==> src/rtl/pxs_grid_ctrl.sv <==
// pxs_grid_ctrl: frame-synchronous programmable grid overlay on the 26-bit pixel stream; optional crosshair via PXS_GRID_CROSSHAIR_EN
module pxs_grid_ctrl #(
  parameter int DEF_LOG2GS = 3,
  parameter int DEF_COLOR  = 0,
  parameter int DEF_EN     = 1,
  parameter int CX         = 320,
  parameter int CY         = 240
) (
  input  logic        px_clk,
  input  logic        rst_n,
  input  logic [25:0] RGBStr_i,
  output logic [25:0] RGBStr_o,
  input  logic        cfg_valid,
  output logic        cfg_ready,
  input  logic [7:0]  cfg_data,
  output logic        cfg_pending,
  output logic [7:0]  frame_cnt
);
  localparam int VS_B  = 24;
  localparam int ACT_B = 3;
  typedef enum logic {IDLE, PENDING} state_t;
  state_t      state;
  logic        vs_q;
  logic [7:0]  shadow;
  logic        act_en, act_col;
  logic [2:0]  act_lg, act_bl;
  logic        fs, commit;
  logic        u_en, u_col;
  logic [2:0]  u_lg, u_bl;
  logic [7:0]  cnt_use;
  logic [9:0]  x, y, mask;
  logic        hit, vis;
  logic [2:0]  rgb_new;
  if (CX < 0 || CX > 1023 || CY < 0 || CY > 1023) begin : g_bad_xy
    $error("CX/CY must fit the 10-bit coordinate range");
  end
  // Effective settings for the current pixel: a commit at frame start already applies to the fs pixel
  always_comb begin
    fs      = RGBStr_i[VS_B] & ~vs_q;
    commit  = (state == PENDING) & fs;
    u_en    = commit ? shadow[0] : act_en;
    u_lg    = commit ? ((shadow[3:1] == 3'd0) ? 3'd1 : shadow[3:1]) : act_lg;
    u_col   = commit ? shadow[4] : act_col;
    u_bl    = commit ? shadow[7:5] : act_bl;
    cnt_use = frame_cnt + {7'd0, fs};
    x       = RGBStr_i[23:14];
    y       = RGBStr_i[13:4];
    mask    = ~(10'h3FF << u_lg);
    hit     = u_en & RGBStr_i[ACT_B] & (((x & mask) == 10'd0) | ((y & mask) == 10'd0));
    vis     = (u_bl == 3'd0) | ~cnt_use[u_bl - 3'd1];
`ifdef PXS_GRID_CROSSHAIR_EN
    rgb_new = (u_en & RGBStr_i[ACT_B] & ((x == 10'(CX)) | (y == 10'(CY)))) ? {3{~u_col}} :
              (hit & vis) ? {3{u_col}} : RGBStr_i[2:0];
`else
    rgb_new = (hit & vis) ? {3{u_col}} : RGBStr_i[2:0];
`endif
  end
  // One-cycle registered stream; only the RGB field is overlaid
  always_ff @(posedge px_clk or negedge rst_n)
    if (!rst_n) RGBStr_o <= '0;
    else RGBStr_o <= {RGBStr_i[25:3], rgb_new};
  // Frame-start edge history (reset high so a VS already asserted at release is not a frame start) and frame counter
  always_ff @(posedge px_clk or negedge rst_n)
    if (!rst_n) begin
      vs_q      <= 1'b1;
      frame_cnt <= '0;
    end else begin
      vs_q <= RGBStr_i[VS_B];
      if (fs) frame_cnt <= frame_cnt + 8'd1;
    end
  // Config handshake: latch into shadow when idle, commit shadow to active at the next frame start
  always_ff @(posedge px_clk or negedge rst_n)
    if (!rst_n) begin
      state       <= IDLE;
      cfg_ready   <= 1'b1;
      cfg_pending <= 1'b0;
      shadow      <= '0;
      act_en      <= DEF_EN[0];
      act_lg      <= DEF_LOG2GS[2:0];
      act_col     <= DEF_COLOR[0];
      act_bl      <= 3'd0;
    end else if (state == IDLE) begin
      if (cfg_valid) begin
        shadow      <= cfg_data;
        state       <= PENDING;
        cfg_ready   <= 1'b0;
        cfg_pending <= 1'b1;
      end
    end else if (fs) begin
      act_en      <= u_en;
      act_lg      <= u_lg;
      act_col     <= u_col;
      act_bl      <= u_bl;
      state       <= IDLE;
      cfg_ready   <= 1'b1;
      cfg_pending <= 1'b0;
    end
endmodule

==> config.mk <==
export PLATFORM = sky130hd
export DESIGN_NAME = pxs_grid_ctrl
export DESIGN_NICKNAME = d
export VERILOG_FILES = /design/src/rtl/pxs_grid_ctrl.sv
export SDC_FILE = /design/constraint.sdc
export NUM_CORES = 1
export LEC_CHECK = 0
export BUFFER_PORTS_ARGS = -buffer_cell sky130_fd_sc_hd__buf_2
export CAP_MARGIN = 30
export CORE_ASPECT_RATIO = 0.6
export CORE_MARGIN = 3
export CORE_UTILIZATION = 47
export CTS_BUF_LIST = sky130_fd_sc_hd__clkbuf_4
export DETAILED_ROUTE_END_ITERATION = 6
export PLACE_DENSITY = 0.8
export RECOVER_POWER = 25
export SETUP_SLACK_MARGIN = 0.4
export SLEW_MARGIN = 20
export SYNTH_ARGS = -nofsm -noshare
export SYNTH_HDL_FRONTEND = slang
export SYNTH_SLANG_ARGS = --single-unit
==> constraint.sdc <==
create_clock -name px_clk -period 3.05 [get_ports px_clk]
set_input_delay 0.305 -clock px_clk [delete_from_list [all_inputs] [get_ports px_clk]]
set_output_delay 0.305 -clock px_clk [all_outputs]
set_load 0.02 [all_outputs]
==> results of run 1 <==
[cells in the mapped netlist, types with 2 or more instances]
cell type	instances
a21oi_1	9
buf_2	3
clkbuf_1	2
dfrtp_1	49
dfstp_2	5
ha_1	5
inv_1	6
mux2_1	3
mux2_2	14
mux2i_1	6
nand2_1	8
nand3_1	9
nand4_1	3
nor2_1	6
nor2b_1	3
nor3_1	2
o21ai_0	6
xnor2_1	10
xor2_1	3
[cells by family after synthesis]
group	after synthesis	synth area share
multiplexers	24	0.121
AND/OR/NAND/NOR	38	0.0913
XOR/XNOR	13	0.0516
AO/OA/AOI/OAI	24	0.0669
flip-flops	54	0.615
buffers and inverters	12	0.0255
adder cells (fa/ha/maj)	5	0.0284
[worst min-delay path by stage]
stage	end	slack [ns]
floorplan	RGBStr_o[0]	0.009
global placement	RGBStr_o[25]	0.41
detailed placement	RGBStr_o[25]	0.41
CTS	RGBStr_o[25]	0.03
global route	RGBStr_o[11]	0.001
finish	vs_q	0.04
[routing by layer]
layer  GRT usage  part of all wire  vias to the layer above
met3      0.0584             0.075                        4
met2       0.264              0.44                       63
met1       0.256              0.48                      794
li1            -                 -                      759
met5           0                 0                        -
met4      0.0432            0.0080                        0
[worst reg2reg max path, delay by kind of cell, from the launching register on]
family	cells	cell delay (ns)
simple gates	3	0.91
mux	2	0.67
flops	1	0.56
fa+ha+maj	2	0.33
compound gates	1	0.20
buf+inv	1	0.07
[area by class of cell]
type	count	area, µm²	area share
multi-input combinational	104	848	0.301
inverter	6	27.5	0.00977
tap	60	75.1	0.0266
clock buffer	6	45.0	0.0160
clock inverter	2	37.5	0.0133
timing repair buffer	83	427	0.151
sequential	54	1360	0.482
[stage by stage]
stage / worst slack (ns) / utilization
2_1_floorplan: 0.208 / -
3_3_place_gp: 0.177 / 0.622
3_5_place_dp: 0.0967 / 0.622
4_1_cts: 0.232 / 0.654
5_1_grt: 0.118 / 0.655
6_report: 0.239 / 0.655
[report_power, final]
group | total, mW | internal (mW) | switching, mW
registers | 1.02 | 0.870 | 0.150
clock network | 0.394 | 0.182 | 0.211
logic | 0.806 | 0.391 | 0.415
[repair_timing]
| action | in CTS | in global routing |
|---|---|---|
| hold endpoints to repair | 0 | 1 |
| hold buffers | 0 | 1 |
| buffers inserted | 4 | 1 |
| resized for setup | 9 | 2 |
| pin swaps | 2 | 0 |
| endpoints found under the setup margin | 3 | 3 |
[state kept, by name (all words and copies together) (netlist names)]
| signal | flops |
|---|---|
| RGBStr_o | 26 |
| frame_cnt | 8 |
| shadow | 8 |
| act_bl | 3 |
| act_lg | 3 |
| act_col | 1 |
| act_en | 1 |
| cfg_pending | 1 |
| cfg_ready | 1 |
| state | 1 |
| vs_q | 1 |
==> impl_results.md, run 1 <==
* Share of post-route cells with drive strength above 1 at 0.420
* Post-synth cell types at 37
* Final hold slack at about 0.036 ns
* Max Slew Vio Count at 55
* Nets at around 300
* Worst endpoint required time at about 3.3 ns
* Mapped Cells at 170
* Register area share after synthesis at 0.615
* Cell family contributing the most delay on the critical path: simple AND/OR/NAND/NOR gates
* Async set-or-reset flop fraction in the synthesized netlist at 1.00
* R2R Setup Slk at approximately 0.24 ns
* Final Critical Period at 2.81 ns
* Final setup fails at 0
* CTS H-Tree Depth at 2
* Crit path depth at 9
* Clock Tree Root: clkbuf_4
* Layout overhead on the synthesized area at 27.7%
* Critical-path top delay cell: dfstp_2
* Die ar. at 5580 µm²
* Commonest non-fill, non-tap cells in the layout: 60 x buf_2, 49 x dfrtp_1, 13 x clkbuf_1
* Initial core utilization at 0.513
* Launching point of the worst reg2reg path: vs_q
* GP Congestion at slightly above 0.8
* Clock Latency Late Sink at roughly 0.37 ns
* Vias in the first global route at about 1500
* Die X at 94.4 µm
* Hold path startpoint: RGBStr_i[24]
* Placed cells at around 300
* Routed Antenna Nets at 0
* Post-detail-place hpwl at 3490 µm
* Area leader, netlist: dfrtp_1
* Worst setup endpoint: RGBStr_o[1]
* Core area at roughly 4300 µm²
* DR pass1 iterations at 4
* Worst-path fanout max at 4
* Worst Tran Pin Value at 2.70 ns
* Leakage at 1.34 nW
* Worst Hold Class: in2reg
* First-pass GRT wire length at around 7500 µm
* Hold depth at 1
* Syn_area_per_cell at ~13 µm²
* Avg WL per Cell at 15.1 µm
* CP startpoint kind: flop
* Final Hold Fails at 0
* Max_cap viols at 1
* Skew final at roughly 0.012 ns
* Initial antenna violation count at 0
* Failing checks: capacitance limit, slew limit
* Fin area at 2820 µm²
* Placed Instance Area at approximately 2700 µm²
* Post-synth EDFFs at 0
* Outcome: finished, violations left
* Number of fill cells at ~340
* Worst-path cell chain: nand3b_1 -> mux2_4 -> inv_4 -> ha_4 -> ha_4 -> or4_1 -> and4b_1 -> o21ai_4 -> mux2_4
* Power Density at about 790 nW/µm²
* Std-Cell Rows at 18
* Top FF cell, synth: dfrtp_1
* DR iter-0 viols at 56
* Finished Layout Cells at roughly 320
* Worst setup path category: reg2reg
* Flops & latches, synth at 54
* Final routed DRC violation total at 0
* GRT Overall Usage at 0.178
* Peak supply drop at 0.399 mV
* Fmax at around 0.36 GHz
* Vias per std cell at slightly above 5
* Mapped Area at ~2200 µm²
* Worst r2r path cells at 9
* Clock transition at path regs at 0.15 ns
* Die height at 59.1 µm
* WP buf/inv at 1
* Clk buf depth at 2
* Final TNS setup at 0 ns
* Synth warn at 0
* Clk sinks at between 50 and 60
* CTS tree: done
* Period utilisation layout at 0.922
* Total chip power at 2.22 mW
* Yosys top cell area share at 0.556
* Largest net degree at the start of global routing at 55
* Routed WL at between 4000 and 5000 µm
* RSZ-0062 raised after global routing: true
* IO Pins at 73
* CP Data Arrival Time at a little over 3 ns
* Worst R2R End: RGBStr_o[1]
* GRT overflow at 0
* Post-Syn Nets at between 200 and 250
* Crit. Startpoint: vs_q
* Antenna cells at 0
* Most common cell after layout, fill and taps aside: buf_2
* # port buffers at between 70 and 80
* Number of buffers created by CTS at 5
* Crit end category: flop
* Crit-path max cell delay at between 0.5 and 0.6 ns
* Slew margin rel. at -0.800
* Vias at 1620
* Top cells by area, synth: dfrtp_1 56%, mux2_2 7.1%, dfstp_2 6.0%
Power figures use the tool's default switching activity.
==> run 2, diff against run 1 <==
==> config.mk (replaced) <==
export PLATFORM = sky130hd
export DESIGN_NAME = pxs_grid_ctrl
export DESIGN_NICKNAME = d
export VERILOG_FILES = /design/src/rtl/pxs_grid_ctrl.sv
export SDC_FILE = /design/constraint.sdc
export NUM_CORES = 1
export LEC_CHECK = 0
export ABC_AREA = 1
export BUFFER_PORTS_ARGS = -buffer_cell sky130_fd_sc_hd__buf_2
export CAP_MARGIN = 30
export CORE_ASPECT_RATIO = 0.6
export CORE_MARGIN = 2
export CORE_UTILIZATION = 47
export CTS_BUF_LIST = sky130_fd_sc_hd__clkbuf_4
export DETAILED_ROUTE_END_ITERATION = 6
export PLACE_DENSITY = 0.79
export RECOVER_POWER = 25
export SETUP_SLACK_MARGIN = 0.4
export SLEW_MARGIN = 40
export SYNTH_ARGS = -nofsm -noshare
export SYNTH_HDL_FRONTEND = slang
export SYNTH_SLANG_ARGS = --single-unit
==> impl_results.md, run 2 <==
* Period utilisation layout at 0.735 (was 0.922)
* Post-synth cell types at 26 (was 37)
* Leakage at 1.55 nW (was 1.34 nW)
* Fin area at 2830 µm² (was 2820 µm²)
* Clock transition at path regs at 0.15 ns (about the same)
* Finished Layout Cells at 399 (was 315)
* Max_cap viols at 0 (was 1)
* XOR/XNOR Fraction of Synth Area at 0.0302 (was 0.0516)
* Final hold slack at 0.0330 ns (was 0.0365 ns)
* Routed WL at 4880 µm (was 4760 µm)
* Hold path startpoint: RGBStr_i[11] (was RGBStr_i[24])
* Initial core utilization at 0.498 (was 0.513)
* Final routed DRC violation total at 0 (unchanged)
* Mux cell area share after synthesis at 0 (was 0.121)
* CP Data Arrival Time at 2.52 ns (was 3.08 ns)
* Worst Hold Class: in2reg (unchanged)
* Peak supply drop at 0.391 mV (was 0.399 mV)
* Max reg flops at 26 (unchanged)
* GRT Overall Usage at 0.185 (was 0.178)
* CTS H-Tree Depth at 2 (unchanged)
* Crit. Startpoint: state (was vs_q)
* Core area at 4660 µm² (was 4300 µm²)
* Clock Latency Late Sink at 0.37 ns (about the same)
* Clk sinks at 54 (unchanged)
* Die ar. at 5540 µm² (was 5580 µm²)
* Mapped Area at 2320 µm² (was 2210 µm²)
* RSZ-0062 raised after global routing: false (was true)
* DR pass1 iterations at 4 (unchanged)
* Biggest register: RGBStr_o (unchanged)
* CP startpoint kind: flop (unchanged)
* Worst Tran Pin Value at 1.49 ns (was 2.70 ns)
* Post-synth EDFFs at 0 (unchanged)
* Area leader, netlist: dfrtp_1 (unchanged)
* Worst r2r path cells at 12 (was 9)
* Antenna cells at 0 (unchanged)
* Crit end category: flop (unchanged)
* Top cells by area, synth: dfrtp_1 53%, nand2_1 15%, dfstp_2 5.7% (was dfrtp_1 56%, mux2_2 7.1%, dfstp_2 6.0%)
* Std-Cell Rows at 19 (was 18)
* Final Critical Period at 2.24 ns (was 2.81 ns)
* Post-Syn Nets at 300 (was 212)
* Worst-path fanout max at 14 (was 4)
* Setup WS pre-CTS at 0.874 ns (was 0.0967 ns)
* Slew margin rel. at 0.00974 (was -0.800)
* Vias per std cell at 4.66 (was 5.14)
* Initial antenna violation count at 0 (unchanged)
* Top FF cell, synth: dfrtp_1 (unchanged)
* IO Pins at 73 (unchanged)
* Async set-or-reset flop fraction in the synthesized netlist at 1.00 (unchanged)
* # port buffers at 72 (unchanged)
* Worst Setup Slack, final at 0.807 ns (was 0.239 ns)
* Worst setup path category: reg2reg (unchanged)
* Most common cell after layout, fill and taps aside: nand2_1 (was buf_2)
* Skew final at 0.0162 ns (was 0.0124 ns)
* Number of buffers created by CTS at 5 (unchanged)
* Commonest non-fill, non-tap cells in the layout: 95 x nand2_1, 63 x buf_2, 49 x dfrtp_1 (was 60 x buf_2, 49 x dfrtp_1, 13 x clkbuf_1)
* Largest family of logic cells by synthesized area: simple AND/OR/NAND/NOR gates (was multiplexers)
* Synth cell count leaders: 95 x nand2_1, 49 x dfrtp_1, 28 x inv_1 (was 49 x dfrtp_1, 14 x mux2_2, 10 x xnor2_1)
* Max Slew Vio Count at 0 (was 55)
* Yosys top cell area share at 0.528 (was 0.556)
* Die X at 94.7 µm (was 94.4 µm)
* Vias in the first global route at 1774 (was 1510)
* First-pass GRT wire length at 7910 µm (was 7500 µm)
* Post-synthesis compound-gate area fraction at 0.0302 (was 0.0669)
* Cell with the most instances after synthesis: nand2_1 (was dfrtp_1)
* Die height at 58.5 µm (was 59.1 µm)
* Regs by FF count: RGBStr_o: 26 flops, frame_cnt: 8 flops, shadow: 8 flops (unchanged)
* Power Density at 797 nW/µm² (was 788 nW/µm²)
* CTS tree: done (unchanged)
* Share of post-route cells with drive strength above 1 at 0.268 (was 0.420)
* Avg WL per Cell at 12.2 µm (was 15.1 µm)
* Placed cells at 390 (was 301)
* Mapped Cells at 258 (was 170)
* Adder-Cell Fraction of Synth Area at 0.0269 (was 0.0284)
* Hold depth at 1 (unchanged)
* Core Util, Final at 0.608 (was 0.655)
* Total chip power at 2.26 mW (was 2.22 mW)
* Worst endpoint required time at 3.33 ns (was 3.32 ns)
* Launching point of the worst reg2reg path: state (was vs_q)
* Nets at 377 (was 296)
* Clock Tree Root: clkbuf_4 (unchanged)
* Register area share after synthesis at 0.585 (was 0.615)
* Post-detail-place hpwl at 3750 µm (was 3490 µm)
* Routed Antenna Nets at 0 (unchanged)
* Vias at 1861 (was 1620)
* Layout overhead on the synthesized area at 22.0% (was 27.7%)
* Placed Instance Area at 2750 µm² (was 2670 µm²)
* GP Congestion at 0.861 (was 0.809)
* Post-CTS Resized at 0 (was 9)
* Synth warn at 0 (unchanged)
* Final TNS setup at 0 ns (unchanged)
* Syn_area_per_cell at 9.00 µm² (was 13.0 µm²)
* Flops & latches, synth at 54 (unchanged)
* Outcome: complete, no violations (was finished, violations left)
* GRT overflow at 0 (unchanged)
* Simple-gate share of the synthesized area at 0.267 (was 0.0913)
* DR iter-0 viols at 114 (was 56)
* Fmax at 0.446 GHz (was 0.356 GHz)
* Clk buf depth at 2 (unchanged)
* Final Hold Fails at 0 (unchanged)
* Final setup fails at 0 (unchanged)
* Largest net degree at the start of global routing at 30 (was 55)
run 2: power by group:
part | internal, mW | switching (mW) | total [mW] | leakage (nW)
sequential | 0.886 | 0.130 | 1.02 | 0.634
clock | 0.182 | 0.219 | 0.402 | 0.0419
combinational | 0.300 | 0.538 | 0.839 | 0.876
total | 1.37 | 0.888 | 2.26 | 1.55
run 2: worst paths after layout:
path / end / slack (ns)
worst max-delay path: RGBStr_o[1] / 0.81
worst min-delay path: RGBStr_o[11] / 0.03
worst max register to register: RGBStr_o[1] / 0.81
worst min register to register: act_lg[1] / 0.49
max in group asynchronous: vs_q / 1.12
min in group asynchronous: RGBStr_o[11] / 0.81
run 2: cell type report:
class                   count  area, µm²
flip-flops and latches     54       1360
multi-input cells         168        823
inverters                  31        116
clock inverters             2       37.5
repair buffers             75        374
well taps                  63       78.8
clock buffers               6       45.0
fillers                   453       1830
run 2: cell families after synthesis:
logic type / count (synthesis)
AND/OR/NAND/NOR: 142
flip-flops: 54
buffers and inverters: 36
AO/OA/AOI/OAI: 13
XOR/XNOR: 8
adder cells (fa/ha/maj): 5
run 2: critical path, cell delays in order (launching register included):
cell     delay (ns)
dfrtp_1        0.55
nand3_2        0.31
nand2_1        0.17
nand2_2        0.09
ha_1           0.23
ha_1           0.31
nand3_1        0.08
nand2_1        0.07
inv_2          0.03
nand2_1        0.09
nand3_2        0.10
nand2_1        0.07
nand2_1        0.05
run 2: metal layers:
metal  vias to the layer above  track usage  part of all wire
met5                         -            0                 0
met4                         0       0.0373            0.0082
met3                         5       0.0589             0.089
met2                        66        0.271              0.41
met1                       837        0.276              0.49
li1                        953            -                 -
run 2: timing repair:
| item | in CTS | in global routing |
|---|---|---|
| hold endpoints to repair | 27 | 0 |
| buffers inserted | 0 | 0 |
| hold buffers | 1 | 0 |
==> run 3, diff against run 2 <==
--- a/config.mk
+++ b/config.mk
@@ -10,10 +10,10 @@
 export CAP_MARGIN = 30
 export CORE_ASPECT_RATIO = 0.6
 export CORE_MARGIN = 2
-export CORE_UTILIZATION = 47
+export CORE_UTILIZATION = 52
 export CTS_BUF_LIST = sky130_fd_sc_hd__clkbuf_4
 export DETAILED_ROUTE_END_ITERATION = 6
-export PLACE_DENSITY = 0.79
+export PLACE_DENSITY = 0.83
 export RECOVER_POWER = 25
 export SETUP_SLACK_MARGIN = 0.4
 export SLEW_MARGIN = 40
==> constraint.sdc (replaced) <==
create_clock -name px_clk -period 2.3 [get_ports px_clk]
set_input_delay 0.23 -clock px_clk [delete_from_list [all_inputs] [get_ports px_clk]]
set_output_delay 0.23 -clock px_clk [all_outputs]
set_load 0.02 [all_outputs]
==> impl_results.md, run 3 (synthesis results as in run 2) <==
* Outcome: complete, no violations (unchanged)
* # port buffers at 72 (unchanged)
* Leakage at 1.73 nW (was 1.55 nW)
* Routed Antenna Nets at 0 (unchanged)
* GRT Overall Usage at 0.243 (was 0.185)
* Share of post-route cells with drive strength above 1 at 0.317 (was 0.268)
* Vias in the first global route at 2092 (was 1774)
* Clock transition at path regs at 0.15 ns (about the same)
* Peak supply drop at 0.555 mV (was 0.391 mV)
* Crit-path max cell delay at 0.61 ns (was 0.55 ns)
* Worst Hold Class: in2reg (unchanged)
* CP startpoint kind: flop (unchanged)
* Final TNS setup at 0 ns (unchanged)
* Biggest register: RGBStr_o (unchanged)
* CTS tree: done (unchanged)
* Crit end category: flop (unchanged)
* Largest net degree at the start of global routing at 22 (was 30)
* Avg WL per Cell at 13.7 µm (was 12.2 µm)
* Clk buf depth at 2 (unchanged)
* Number of fill cells at 281 (was 453)
* Critical-path top delay cell: dfstp_2 (was dfrtp_1)
* Worst-path fanout max at 6 (was 14)
* Power Density at 994 nW/µm² (was 797 nW/µm²)
* Vias per std cell at 5.02 (was 4.66)
* Max Slew Vio Count at 0 (unchanged)
* First-pass GRT wire length at 9710 µm (was 7910 µm)
* Skew final at 0.00518 ns (was 0.0162 ns)
* Final Hold Fails at 0 (unchanged)
* Period utilisation layout at 0.862 (was 0.735)
* Most common cell after layout, fill and taps aside: nand2_1 (unchanged)
* Worst Tran Pin Value at 1.13 ns (was 1.49 ns)
* GRT overflow at 0 (unchanged)
* CP Data Arrival Time at 2.27 ns (was 2.52 ns)
* Final routed DRC violation total at 0 (unchanged)
* Die X at 90.3 µm (was 94.7 µm)
* Vias at 2204 (was 1861)
* Die ar. at 5030 µm² (was 5540 µm²)
* Layout overhead on the synthesized area at 41.4% (was 22.0%)
* Antenna cells at 0 (unchanged)
* Routed WL at 6030 µm (was 4880 µm)
* IO Pins at 73 (unchanged)
* Worst endpoint required time at 2.58 ns (was 3.33 ns)
* Final hold slack at 0.0447 ns (was 0.0330 ns)
* Worst setup path category: reg2reg (unchanged)
* Fmax at 0.504 GHz (was 0.446 GHz)
* CTS H-Tree Depth at 2 (unchanged)
* Post-detail-place hpwl at 3700 µm (was 3750 µm)
* Initial antenna violation count at 0 (unchanged)
* Clk sinks at 54 (unchanged)
* GP Congestion at 0.854 (was 0.861)
* Launching point of the worst reg2reg path: vs_q (was state)
* Hold path startpoint: cfg_data[6] (was RGBStr_i[11])
* Initial core utilization at 0.554 (was 0.498)
* Clock Tree Root: clkbuf_4 (unchanged)
* Nets at 420 (was 377)
* Core area at 4190 µm² (was 4660 µm²)
* RSZ-0062 raised after global routing: true (was false)
* Worst-path cell chain: inv_4 -> nand3_4 -> nand2_1 -> nand2_1 -> inv_2 -> ha_4 -> inv_4 -> a21oi_2 -> o21ai_1 -> nand2_1 -> nand2_1 -> nand2_2 -> nand3_2 -> nand2_1 -> nand2_1 (was nand3_2 -> nand2_1 -> nand2_2 -> ha_1 -> ha_1 -> nand3_1 -> nand2_1 -> inv_2 -> nand2_1 -> nand3_2 -> nand2_1 -> nand2_1)
* Final Critical Period at 1.98 ns (was 2.24 ns)
* Regs by FF count: RGBStr_o: 26 flops, frame_cnt: 8 flops, shadow: 8 flops (unchanged)
* Max reg flops at 26 (unchanged)
* Crit. Startpoint: vs_q (was state)
* Die height at 55.8 µm (was 58.5 µm)
* Commonest non-fill, non-tap cells in the layout: 90 x nand2_1, 56 x buf_2, 48 x dfrtp_1 (was 95 x nand2_1, 63 x buf_2, 49 x dfrtp_1)
* Number of buffers created by CTS at 5 (unchanged)
* Clock Latency Late Sink at 0.38 ns (was 0.37 ns)
* Max_cap viols at 0 (unchanged)
* Most used cell, CP: nand2_1 (unchanged)
* Final setup fails at 0 (unchanged)
* DR pass1 iterations at 4 (unchanged)
* DR iter-0 viols at 157 (was 114)
* Slew margin rel. at 0.245 (was 0.00974)
* Std-Cell Rows at 18 (was 19)
==> run 3: cell count changes in the layout (fill, tap and decap cells not counted), moves of 3 or more <==
cell,delta
nand2_1,-5
ha_4,+4
dlygate4sd3_1,+22
ha_1,-4
nand3_1,-3
buf_4,+20
clkbuf_1,+7
nand2_2,+3
buf_2,-7
==> run 3: critical path: cells and delay by family, from the launching register on <==
family                     cells  cell delay, ns
adders and majority gates      1            0.27
and+or+nand+nor                9            0.68
buffers and inverters          3            0.15
DFF                            1            0.61
AOI/OAI and AO/OA              2            0.16
==> run 3: layout make-up <==
type / count / area [µm²] / share of cell area
timing repair buffer: 118 / 747 / 0.228
clock buffer: 6 / 45.0 / 0.0137
multi-input combinational: 168 / 922 / 0.281
inverter: 31 / 121 / 0.0370
tap: 60 / 75.1 / 0.0229
clock inverter: 2 / 13.8 / 0.00419
sequential: 54 / 1360 / 0.414
==> run 3: routing by layer <==
metal	up-vias	wire [µm]	track usage
met5	-	0	0
met2	117	2760	0.389
met4	0	116	0.0703
li1	1036	-	-
met3	13	508	0.0461
met1	1038	2640	0.344
==> run 3: through the flow <==
step	instance area, µm²	util	cells	worst slack, ns	total power, mW
2_1_floorplan	2370	-	258	0.404	2.23
3_3_place_gp	2800	0.668	388	0.285	2.50
3_5_place_dp	2800	0.668	388	0.244	2.56
4_1_cts	3240	0.774	438	0.343	3.14
5_1_grt	3280	0.784	439	0.195	3.48
6_report	3280	0.784	439	0.317	3.26
==> run 3: final timing paths <==
path,end,slack (ns),depth (start not counted)
worst max-delay path,RGBStr_o[0],0.32,15
worst min-delay path,shadow[6],0.04,3
worst max register to register,RGBStr_o[0],0.32,15
worst min register to register,act_bl[2],0.50,2
max in group asynchronous,act_lg[0],0.79,3
min in group asynchronous,frame_cnt[6],0.59,2
==> run 3: what timing repair did <==
item	4_1_cts	5_1_grt
buffers inserted	19	1
resized for setup	5	11
endpoints found under the setup margin	3	4
pin swaps	10	12
hold buffers	23	0
endpoints found under the hold margin	39	0
==> run 3: report_power, final <==
part           total [mW]  switching [mW]  internal, mW
clock               0.430           0.298         0.133
combinational        1.47           0.867         0.603
sequential           1.36           0.188          1.18
